$ cat src/rtl/divide_pkg.sv
// Shared width and FSM state encoding for the sequential unsigned divider.
package divide_pkg;
  localparam int DIV_WIDTH = 32;

  typedef enum logic [1:0] {
    IDLE,
    RUN,
    DONE
  } div_state_t;
endpackage

$ cat src/rtl/divide_u32_if.sv
// Request/result bundle for divide_u32: operands and start in, quotient/remainder/status out.
interface divide_u32_if #(parameter int WIDTH = 32);
  logic             start;
  logic [WIDTH-1:0] A;
  logic [WIDTH-1:0] B;
  logic [WIDTH-1:0] D;
  logic [WIDTH-1:0] R;
  logic             ok;
  logic             err;

  modport master (output start, A, B, input D, R, ok, err);
  modport slave  (input start, A, B, output D, R, ok, err);
endinterface

$ cat src/rtl/div_step.sv
// One radix-2 restoring step: shift the next dividend bit into the partial
// remainder and subtract the divisor when it fits.
module div_step #(
  parameter int WIDTH = 32
) (
  input  logic [WIDTH:0]   rem_in,
  input  logic             q_msb,
  input  logic [WIDTH-1:0] divisor,
  output logic [WIDTH:0]   rem_out,
  output logic             q_bit
);
  logic [WIDTH:0] shifted;
  logic [WIDTH:0] diff;

  always_comb begin
    shifted = {rem_in[WIDTH-1:0], q_msb};
    diff    = shifted - {1'b0, divisor};
    // A set rem_in MSB means the true shifted value exceeds any divisor;
    // the low WIDTH+1 bits of the difference are still exact in that case.
    q_bit   = rem_in[WIDTH] | (shifted >= {1'b0, divisor});
    rem_out = q_bit ? diff : shifted;
  end
endmodule

$ cat src/rtl/divide_u32.sv
// Sequential unsigned divider: one quotient bit per clock, divide-by-zero
// flagged through err with D all ones and R = A.
module divide_u32
  import divide_pkg::*;
#(
  parameter int WIDTH = DIV_WIDTH
) (
  input  logic        clk,
  input  logic        reset,
  divide_u32_if.slave bus
);
  localparam int CW = $clog2(WIDTH + 1);

  div_state_t       state;
  logic [WIDTH-1:0] q;
  logic [WIDTH:0]   rem;
  logic [WIDTH-1:0] divisor;
  logic [CW-1:0]    count;

  logic [WIDTH:0]   rem_next;
  logic             q_bit;

  div_step #(.WIDTH(WIDTH)) u_step (
    .rem_in  (rem),
    .q_msb   (q[WIDTH-1]),
    .divisor (divisor),
    .rem_out (rem_next),
    .q_bit   (q_bit)
  );

  always_ff @(posedge clk or negedge reset) begin
    if (!reset) begin
      state   <= IDLE;
      q       <= '0;
      rem     <= '0;
      divisor <= '0;
      count   <= '0;
      bus.D   <= '0;
      bus.R   <= '0;
      bus.ok  <= 1'b0;
      bus.err <= 1'b0;
    end else begin
      case (state)
        IDLE, DONE: begin
          if (bus.start) begin
            divisor <= bus.B;
            q       <= bus.A;
            rem     <= '0;
            count   <= CW'(WIDTH);
            if (bus.B == '0) begin
              state   <= DONE;
              bus.D   <= '1;
              bus.R   <= bus.A;
              bus.ok  <= 1'b1;
              bus.err <= 1'b1;
            end else begin
              state   <= RUN;
              bus.ok  <= 1'b0;
              bus.err <= 1'b0;
            end
          end
        end
        RUN: begin
          // WIDTH iteration edges, then one edge to publish the result.
          if (count != '0) begin
            rem   <= rem_next;
            q     <= {q[WIDTH-2:0], q_bit};
            count <= count - CW'(1);
          end else begin
            state   <= DONE;
            bus.D   <= q;
            bus.R   <= rem[WIDTH-1:0];
            bus.ok  <= 1'b1;
            bus.err <= 1'b0;
          end
        end
        default: state <= IDLE;
      endcase
    end
  end
endmodule

$ cat src/flat_wrapper.sv
// flat-port wrapper written by rule: the top's interface ports become plain ports
module divide_u32_flat import divide_pkg::*;
#(
  parameter int WIDTH = DIV_WIDTH
)
  (clk, reset, bus_start, bus_A, bus_B, bus_D, bus_R, bus_ok, bus_err);
  divide_u32_if #(.WIDTH(WIDTH)) bus_i ();
  input  logic clk;
  input  logic reset;
  input wire logic [$bits(bus_i.start)-1:0] bus_start;
  input wire logic [$bits(bus_i.A)-1:0] bus_A;
  input wire logic [$bits(bus_i.B)-1:0] bus_B;
  output wire logic [$bits(bus_i.D)-1:0] bus_D;
  output wire logic [$bits(bus_i.R)-1:0] bus_R;
  output wire logic [$bits(bus_i.ok)-1:0] bus_ok;
  output wire logic [$bits(bus_i.err)-1:0] bus_err;
  assign bus_i.start = bus_start;
  assign bus_i.A = bus_A;
  assign bus_i.B = bus_B;
  assign bus_D = bus_i.D;
  assign bus_R = bus_i.R;
  assign bus_ok = bus_i.ok;
  assign bus_err = bus_i.err;
  divide_u32 #(.WIDTH(WIDTH)) u_core (.clk(clk), .reset(reset), .bus(bus_i));
endmodule
$ cat config.mk
export PLATFORM = sky130hd
export DESIGN_NAME = divide_u32_flat
export DESIGN_NICKNAME = d
export VERILOG_FILES = /design/src/rtl/divide_pkg.sv /design/src/rtl/divide_u32_if.sv /design/src/rtl/div_step.sv /design/src/rtl/divide_u32.sv /design/src/flat_wrapper.sv
export SDC_FILE = /design/constraint.sdc
export NUM_CORES = 1
export LEC_CHECK = 0
export CELL_PAD_IN_SITES_DETAIL_PLACEMENT = 1
export CELL_PAD_IN_SITES_GLOBAL_PLACEMENT = 2
export CORE_MARGIN = 4
export CORE_UTILIZATION = 30
export DETAILED_ROUTE_END_ITERATION = 7
export PLACE_DENSITY_LB_ADDON = 0.1
export SETUP_SLACK_MARGIN = 0.5
export SYNTH_ARGS = -nofsm -noshare
export SYNTH_HDL_FRONTEND = slang
export SYNTH_SLANG_ARGS = --single-unit
$ cat constraint.sdc
create_clock -name clk -period 2.4 [get_ports clk]
set_input_delay 0.6 -clock clk [delete_from_list [all_inputs] [get_ports clk]]
set_output_delay 0.6 -clock clk [all_outputs]
set_load 0.005 [all_outputs]
After elaboration in Yosys (flattened, before gate mapping)
Cells that the tools add are included.
W data, S select, Z words.
Cells by class
  add/sub/neg operators: 2
  order comparisons: 1
  equality and inequality tests: 6
  multiplexer cells: 28
  bitwise gates (word level): 1
  reduce and logical (&&, ||, !) cells: 10
Operators by type and width (count)
  $mux W32: 8
  $pmux W32 S2: 3
  $mux W33: 3
  $pmux W33 S2: 1
  $ge A33 B32 Y1: 1
  $sub A33 B32 Y33: 1
  $logic_not A32 Y1: 1
  $mux W6: 2
  $pmux W6 S2: 1
  $mux W2: 3
  $reduce_and A3 Y1: 2
  $reduce_bool A6 Y1: 1
  $sub A6 B1 Y6 const B: 1
  $mux W1: 4
  $ne A2 B1 Y1 const B: 2
  $ne A2 B2 Y1 const B: 2
  $pmux W1 S2: 2
  $pmux W2 S2: 1
  $reduce_and A2 Y1: 2
  $reduce_and A4 Y1: 1
  $eq A2 B1 Y1 const B: 1
  $eq A2 B2 Y1 const B: 1
  $logic_not A2 Y1: 1
  $reduce_bool A2 Y1: 1
  other kinds (2): 2
Storage, ports and cells
  register bits: 171
  output and inout bits: 66
  word-level logic and storage cells: 57

Longest topological paths before layout
Gate-level depths: netlist of the first run.
  depth after elaboration: 5
  mapped depth: 13

Modules after synthesis
A second synthesis of the first run with hierarchy kept.
Second synthesis, totals
  cell total of the unflattened synthesis: 998
  area, all modules: 9166.3 um2
Modules (own cells, without submodules)
  divide_u32: instances 1, cells each 656, area each 6904.1 um2
  div_step: instances 1, cells each 342, area each 2262.2 um2

Least setup slack after synthesis of the first run
OpenSTA, ideal clock, no wires.
  path kind: reg-to-reg
  start: register u_core.rem[2]
  end: register u_core.rem[11]
  library setup time: 131 ps
  arrival time: 2422 ps
  data required time: 2269 ps
  slack: -152 ps
  cell stages (with the launch flop): 12
  clock period less this slack: 2552 ps
  cell sequence: dfrtp_1 > ha_1 > a21o_1 > a21oi_1 > a21oi_2 > o311ai_1 > a311oi_2 > o21a_1 > buf_4 > nor2_8 > buf_6 > o211ai_1
On the way
  word-level cells in the longest chain between the ends: 5
  elaborated cells between the ends (all ways): 6
  classes of those cells: add/sub: 1; order compare: 1; mux: 3; bitwise: 1
RTL lines
  start, declared: line divide_u32.sv:16  | logic [WIDTH:0] rem;
  start signal, assigned: line divide_u32.sv:66  | rem <= rem_next;
  $ge A33 B32 Y1: line div_step.sv:20  | q_bit = rem_in[WIDTH] | (shifted >= {1'b0, divisor});
  $or A1 B1 Y1: line div_step.sv:20
  $mux W33 (*): line div_step.sv:21  | rem_out = q_bit ? diff : shifted;
  $mux W33 (*): line divide_u32.sv:65  | if (count != '0) begin
  $pmux W33 S2 (*): line divide_u32.sv:43  | case (state)
Mark *: on every way between the ends. The rest lies on a longest branch, timed or not. The select of a mux whose other input is x is not followed.
A chain may end at the register's enable or synchronous reset.

Worst setup path after layout of the first run
  start: register u_core.divisor[3]
  end: register u_core.rem[14]
On the way
  word-level cells in the longest chain between the ends: 5
  elaborated cells between the ends (all ways): 6
  classes of those cells: add/sub: 1; order compare: 1; mux: 3; bitwise: 1
RTL lines
  start, declared: line divide_u32.sv:17  | logic [WIDTH-1:0] divisor;
  start signal, assigned: line divide_u32.sv:46  | divisor <= bus.B;
  $ge A33 B32 Y1: line div_step.sv:20
  $or A1 B1 Y1: line div_step.sv:20
  $mux W33 (*): line div_step.sv:21
  $mux W33 (*): line divide_u32.sv:65
  $pmux W33 S2 (*): line divide_u32.sv:43
Marked as above.

==> reports/results.txt, run 1 <==
CP arrival -> 3020 ps
Synth cell types -> 59
DR WL/cell -> 20.4 µm
clk_skew -> 10.8 ps
Static Leak -> 6.99 nW
Avg Inst Size Synth -> 8.57 µm²
layout cells sized above 1 -> 35.0%
initial antenna violation count -> 0
Psw -> 12.1 mW
placed insts -> 1,733
post-synth top area cell -> dfrtp_1
Pre-antenna DRT Iters -> 5
final worst-path cycle share -> 113%
crit path buf inv count -> 2
Synth top area share -> 46.1%
CP Launch Type -> flip-flop
final hold vios -> 0
status -> complete, but fails checks
failing checks -> negative setup slack
gr usage total -> 20.7%
Logic pwr share -> 70.3%
Int Power -> 15.4 mW
clk sinks -> 171
vias in the first global route -> 9,594
core area -> 0.0306 mm²
filler cell count -> 3,443
Worst Path Required -> 2710 ps
area occupied by multi-input gates -> 0.00552 mm²
die area -> 0.0338 mm²
H-tree depth reported by CTS -> 4
commonest non-fill, non-tap cell in the layout -> buf_4
RSZ-0062 raised after global routing -> yes
crit-path most repeated cell -> a21oi_2
Cell Area, Synth -> 0.00928 mm²
Max VDD drop -> 0.827 mV
Synth Flop Type -> dfrtp_1
sequential power share -> 19.5%
synth warn -> 0
Initial Utilization -> 30.3%
Pwr Total -> 27.5 mW
relative slew slack -> 45.0%
min Tclk post-route -> 2710 ps
DP HPWL -> 23.7 mm
dpl ws -> -325 ps
initial DRC count -> 451
fin cells -> 1,850
fmax -> 369 MHz
EDFF count, synth -> 0
Antenna Cells -> 0
Max Root-Sink Buffers -> 2
critical path's largest stage delay -> 370 ps
clock share of power -> 10.1%
TNS Setup -> -7160 ps
pwr dens -> 1830 mW/mm²
# DRC -> 0
part of the Yosys area used for sequential elements -> 46.1%
Max Cap Viol -> 0
slowest CP cell -> dfrtp_1
switching portion of total power -> 44.0%
Max Slew Vio Count -> 0
CP Capture Type -> flip-flop
gr ovfl total -> 0
worst setup margin -> -310 ps
Clock Latency Late Sink -> 440 ps
clk root buf -> clkbuf_16
layout net count -> 1,543
CTS tree -> yes
FF+latch area -> 0.00428 mm²
Cells after Synth -> 1,083
worst path cell trace -> inv_2 > ha_4 > a21o_1 > a21oi_2 > a21oi_2 > o311ai_4 > a311oi_4 > buf_6 > o21ai_4 > nand2_1 > a311o_1
most frequent cells in the layout -> buf_4, dfrtp_1, nand2_1
Die W -> 184 µm
Layout area overhead -> 62.2%
Routed Antenna Nets -> 0
Vias -> 9,389
I/O pins -> 133
ranking of synthesized cells by area -> dfrtp_1, o21ai_0, nand2_1, a21oi_1, ha_1
Top Family by Delay on Critical Path -> compound AO/OA/AOI/OAI gates
Yosys reg bits -> 171
Final setup viols -> 34
Post-synth ARST share -> 100%
Hold Crit Class -> in -> async
DR vias/cell -> 5.08
GP Congestion -> 0.849
Worst-path clk slew -> 70 ps
first-pass GRT wire length -> 55.2 mm
pin count of the biggest net entering global routing -> 115
Post-Syn Nets -> 1,184
PortBufs -> 132
worst-path fanout max -> 4
die span in y -> 184 µm
Least-Margin Pin Slew -> 825 ps
critical path type -> reg -> reg
Inserted Clock Buffers -> 17
routed wire length -> 37.7 mm
Std-Cell Rows -> 64
==> kinds of logic (layout without fill, tap and decap cells) <==
kind of cell,Yosys count,in the layout,synth area share [%]
AOI/OAI and AO/OA,346,346,22.2
xor gates and xnor gates,31,31,2.93
adders and majority gates,34,34,4.67
buffers and inverters,121,492,5.06
DFF,171,171,46.1
muxes,2,2,0.229
and+or+nand+nor,378,378,18.8
==> flip-flops by register name, summed over array words and instances, names as in the netlist <==
register        flops
u_core.divisor     32
u_core.bus.D       32
u_core.bus.R       32
u_core.rem         33
u_core.bus.ok       1
u_core.q           32
u_core.count        6
u_core.state        2
u_core.bus.err      1
==> power groups by stage <==
stage	clock network [mW]	logic, mW	registers [mW]
finish	2.79	19.4	5.38
global route	2.97	21.0	5.53
CTS	2.84	17.2	5.26
detailed placement	0	15.4	5.29
global placement	0	15.2	5.25
floorplan	0	8.37	5.08
==> cells in the mapped netlist (all sizes together), types with 2 or more instances <==
master   count
a311oi       2
o31ai        5
clkbuf      69
a21o        11
xor2        13
inv         46
o311ai      10
nor2        58
o21bai       2
ha          33
nor2b        5
nand2b       8
a21oi       97
nor4        12
a41o         2
o21a         7
o211ai      17
nand4       36
nand2      185
xnor2       18
and2        34
a211oi       7
a41oi        5
nor3        11
a311o        4
buf          6
nand3       16
o2111ai      2
and3         8
a211o        3
o221ai       3
dfrtp      171
o21ai      155
a31oi        6
==> final timing paths <==
kind / startpoint / to / slack (ps) / depth (start not counted)
min: reset / u_core.bus.D[26]$_DFFE_PN0P_ / 140 / 2
min reg2reg: u_core.bus.D[20]$_DFFE_PN0P_ / u_core.bus.D[20]$_DFFE_PN0P_ / 480 / 2
max in group asynchronous: reset / u_core.rem[6]$_DFFE_PN0P_ / 1540 / 2
max: u_core.divisor[3]$_DFFE_PN0P_ / u_core.rem[14]$_DFFE_PN0P_ / -310 / 11
min in group clk: bus_B[24] / u_core.divisor[24]$_DFFE_PN0P_ / 380 / 3
max reg2reg: u_core.divisor[3]$_DFFE_PN0P_ / u_core.rem[14]$_DFFE_PN0P_ / -310 / 11
==> area by class of cell <==
class / count / share of cell area (%)
Clock buffer: 20 / 2.97
Sequential cell: 171 / 28.4
Clock inverter: 11 / 0.806
Tap cell: 396 / 3.29
Timing Repair Buffer: 415 / 26.7
Inverter: 46 / 1.15
Multi-Input combinational cell: 791 / 36.7
==> stage by stage <==
stage               hold WS (ps)  utilization, %  area [µm²]
floorplan                    304               -        9480
global placement             464            41.4       12700
detailed placement           470            41.4       12700
CTS                          138            46.3       14200
global route                 145            49.2       15100
finish                       136            49.2       15100
==> what timing repair did <==
action                                  4_1_cts  5_1_grt
hold buffers                                  0        0
gates cloned                                  7       14
setup buffers                                48       17
pin swaps                                    63       53
endpoints found under the setup margin      156      173
gates resized for setup                     230      202
==> routing by layer <==
metal	GRT usage, %	up-vias	part of all wire [%]
li1	-	4531	-
met1	30.0	4699	46
met2	33.6	138	49
met3	2.69	21	3.4
met4	3.49	0	0.95
met5	0	-	0
(Power assumes the default switching activity.)
==> run 2: changes to the inputs <==
--- a/config.mk
+++ b/config.mk
@@ -8,10 +8,12 @@
 export CELL_PAD_IN_SITES_DETAIL_PLACEMENT = 1
 export CELL_PAD_IN_SITES_GLOBAL_PLACEMENT = 2
 export CORE_MARGIN = 4
-export CORE_UTILIZATION = 30
+export CORE_UTILIZATION = 31
+export CTS_BUF_LIST = sky130_fd_sc_hd__clkbuf_2
 export DETAILED_ROUTE_END_ITERATION = 7
-export PLACE_DENSITY_LB_ADDON = 0.1
+export PLACE_DENSITY_LB_ADDON = 0.15
 export SETUP_SLACK_MARGIN = 0.5
 export SYNTH_ARGS = -nofsm -noshare
 export SYNTH_HDL_FRONTEND = slang
 export SYNTH_SLANG_ARGS = --single-unit
+export TNS_END_PERCENT = 10
==> run 2 against run 1 <==
Effect of this change: the run still ends with negative setup slack left; fmax decreased by 0.85%; routed wire length fell by 13%; global-route usage decreased by 0.60 points; via count down 4.0%; combinational power down 10%; total power shrank 12%; sequential cell count did not move; setup slack worse by 23 ps.
==> reports/results.txt, run 2 (synthesized netlist as in run 1, its figures left out) <==
status -> complete, but fails checks
failing checks -> negative setup slack
slowest CP cell -> dfrtp_1
Worst-path clk slew -> 320 ps (+250 ps)
Logic pwr share -> 71.6% (+1.3 points)
H-tree depth reported by CTS -> 4 (unchanged)
Std-Cell Rows -> 63 (-1.6%)
final worst-path cycle share -> 114% (+0.97 points)
crit path to -> u_core.rem[1]$_DFFE_PN0P_
gr usage total -> 20.1% (-0.60 points)
placed insts -> 1,730 (-0.17%)
# DRC -> 0 (unchanged)
sequential power share -> 21.8% (+2.3 points)
Int Power -> 12.9 mW (-16%)
FF-to-FF End -> u_core.rem[1]$_DFFE_PN0P_
CP Depth -> 13 (+2)
CTS tree -> yes
worst r2r path cells -> 13 (+2)
Clock Latency Late Sink -> 790 ps (+350 ps)
worst path cell trace -> inv_2 > ha_4 > a21oi_2 > o21ai_2 > and3_4 > o311ai_4 > a311oi_4 > buf_6 > o21ai_4 > buf_12 > buf_8 > nand4_1 > o311ai_4
Inserted Clock Buffers -> 17 (unchanged)
core area -> 0.0296 mm² (-3.4%)
DR WL/cell -> 18.4 µm (-9.6%)
CP Capture Type -> flip-flop
Least-Margin Pin Slew -> 575 ps (-250 ps)
GP Congestion -> 0.841 (-0.97%)
clk sinks -> 171 (unchanged)
Pre-antenna DRT Iters -> 5 (unchanged)
critical path's largest stage delay -> 450 ps (+80 ps)
Static Leak -> 6.10 nW (-13%)
most frequent cells in the layout -> buf_4, dfrtp_1, nand2_1
Final setup viols -> 34 (unchanged)
layout net count -> 1,488 (-3.6%)
first-pass GRT wire length -> 53.4 mm (-3.2%)
clk root buf -> clkbuf_2
Max Cap Viol -> 0 (unchanged)
clock share of power -> 6.6% (-3.5 points)
DR vias/cell -> 5.03 (-0.80%)
die area -> 0.0328 mm² (-3.1%)
Layout area overhead -> 46.1%
initial antenna violation count -> 2 (+2)
crit-path most repeated cell -> o311ai_4
min Tclk post-route -> 2730 ps (+23.2 ps)
final hold vios -> 0 (unchanged)
PortBufs -> 132 (unchanged)
CP arrival -> 3440 ps (+420 ps)
pwr dens -> 1800 mW/mm² (-1.8%)
layout cells sized above 1 -> 33.2% (-1.8 points)
RSZ-0062 raised after global routing -> yes
relative slew slack -> 61.7% (+17 points)
worst-path fanout max -> 8 (+4)
Pwr Total -> 24.3 mW (-12%)
Worst Path Required -> 3110 ps (+400 ps)
filler cell count -> 3,473 (+0.87%)
worst setup margin -> -334 ps (-23.2 ps)
Max VDD drop -> 0.672 mV (-19%)
I/O pins -> 133 (unchanged)
Top Family by Delay on Critical Path -> compound AO/OA/AOI/OAI gates
vias in the first global route -> 9,450 (-1.5%)
initial DRC count -> 451 (unchanged)
reg2reg setup slack -> -330 ps (-20 ps)
Die W -> 181 µm (-1.6%)
Hold Crit Class -> in -> async
commonest non-fill, non-tap cell in the layout -> buf_4
critical path type -> reg -> reg
die span in y -> 181 µm (-1.6%)
switching portion of total power -> 46.9% (+2.9 points)
DP HPWL -> 24.4 mm (+3.0%)
dpl ws -> -349 ps (-23.9 ps)
clk_skew -> 60.5 ps (+49.7 ps)
routed wire length -> 33.0 mm (-13%)
gr ovfl total -> 0 (unchanged)
Max Root-Sink Buffers -> 2 (unchanged)
Worst setup startpoint -> u_core.divisor[8]$_DFFE_PN0P_
reg2reg start -> u_core.divisor[8]$_DFFE_PN0P_
crit path buf inv count -> 4 (+2)
pin count of the biggest net entering global routing -> 65 (-43%)
Max Slew Vio Count -> 0 (unchanged)
Initial Utilization -> 31.4% (+1.1 points)
fin cells -> 1,790 (-3.2%)
fmax -> 366 MHz (-0.85%)
Psw -> 11.4 mW (-5.7%)
Vias -> 9,012 (-4.0%)
max FFs per register -> 33 (unchanged)
CP Launch Type -> flip-flop
Reg with most FFs -> u_core.rem
Routed Antenna Nets -> 0 (unchanged)
-- run 2: power groups by stage --
| stage | combinational (mW) | clock (mW) | sequential (mW) |
|---|---|---|---|
| 2_1_floorplan | 8.25 | 0 | 5.08 |
| 3_3_place_gp | 15.0 | 0 | 5.25 |
| 3_5_place_dp | 15.2 | 0 | 5.30 |
| 4_1_cts | 16.6 | 1.67 | 5.27 |
| 5_1_grt | 19.2 | 1.81 | 5.47 |
| 6_report | 17.4 | 1.61 | 5.30 |
-- run 2: worst reg2reg max path, delay by kind of cell (launching register included) --
family,cells,cell delay [ps]
compound gates,6,1090
flops,1,450
simple gates,2,380
buf+inv,4,520
fa+ha+maj,1,220
-- run 2: layout make-up --
type	count	area, µm²	area share (%)
timing repair buffer	360	3010	22.2
tap	390	488	3.60
inverter	46	173	1.27
sequential	171	4280	31.6
antenna	1	2.50	0.0185
clock buffer	17	85.1	0.628
multi-input combinational	791	5360	39.6
clock inverter	14	153	1.13
-- run 2: repair_timing --
action                                  4_1_cts  5_1_grt
endpoints found under the hold margin        40        0
gates resized for setup                     401       56
gates cloned                                  3        1
hold buffers                                  1        0
pin swaps                                    87       39
buffers inserted                             15        8
endpoints found under the setup margin      129      204
-- run 2: per-layer routing --
| metal | GRT usage [%] | wire, µm | vias to the layer above |
|---|---|---|---|
| met1 | 29.5 | 16400 | 4406 |
| li1 | - | - | 4424 |
| met5 | 0 | 11 | - |
| met4 | 3.21 | 285 | 2 |
| met2 | 31.6 | 15100 | 156 |
| met3 | 3.62 | 1240 | 24 |
-- run 2: worst min path at each step --
stage,startpoint,end,slack [ps]
global placement,u_core.bus.D[10]$_DFFE_PN0P_,u_core.bus.D[10]$_DFFE_PN0P_,460
floorplan,reset,u_core.bus.D[0]$_DFFE_PN0P_,300
detailed placement,u_core.bus.R[9]$_DFFE_PN0P_,u_core.bus.R[9]$_DFFE_PN0P_,470
CTS,reset,u_core.bus.D[26]$_DFFE_PN0P_,220
finish,reset,u_core.bus.D[26]$_DFFE_PN0P_,270
global route,reset,u_core.bus.D[26]$_DFFE_PN0P_,210
-- run 2: stage by stage --
stage                     hold WS (ps)  instance area [µm²]  setup TNS (ps)  util (%)
after floorplan                    304                 9430           -27.3         -
after global placement             463                12600          -13110      42.8
after detailed placement           472                12600          -19780      42.8
after CTS                          217                13200           -7530      44.8
after global routing               207                13600          -11430      45.9
final                              275                13600           -7140      45.9
==> run 3: changes to the inputs <==
--- a/config.mk
+++ b/config.mk
@@ -5,6 +5,7 @@
 export SDC_FILE = /design/constraint.sdc
 export NUM_CORES = 1
 export LEC_CHECK = 0
+export ABC_AREA = 0
 export CELL_PAD_IN_SITES_DETAIL_PLACEMENT = 1
 export CELL_PAD_IN_SITES_GLOBAL_PLACEMENT = 2
 export CORE_MARGIN = 4
==> results of run 3 <==
Same layout as run 2: the final DEF is identical, and so are final timing and power.
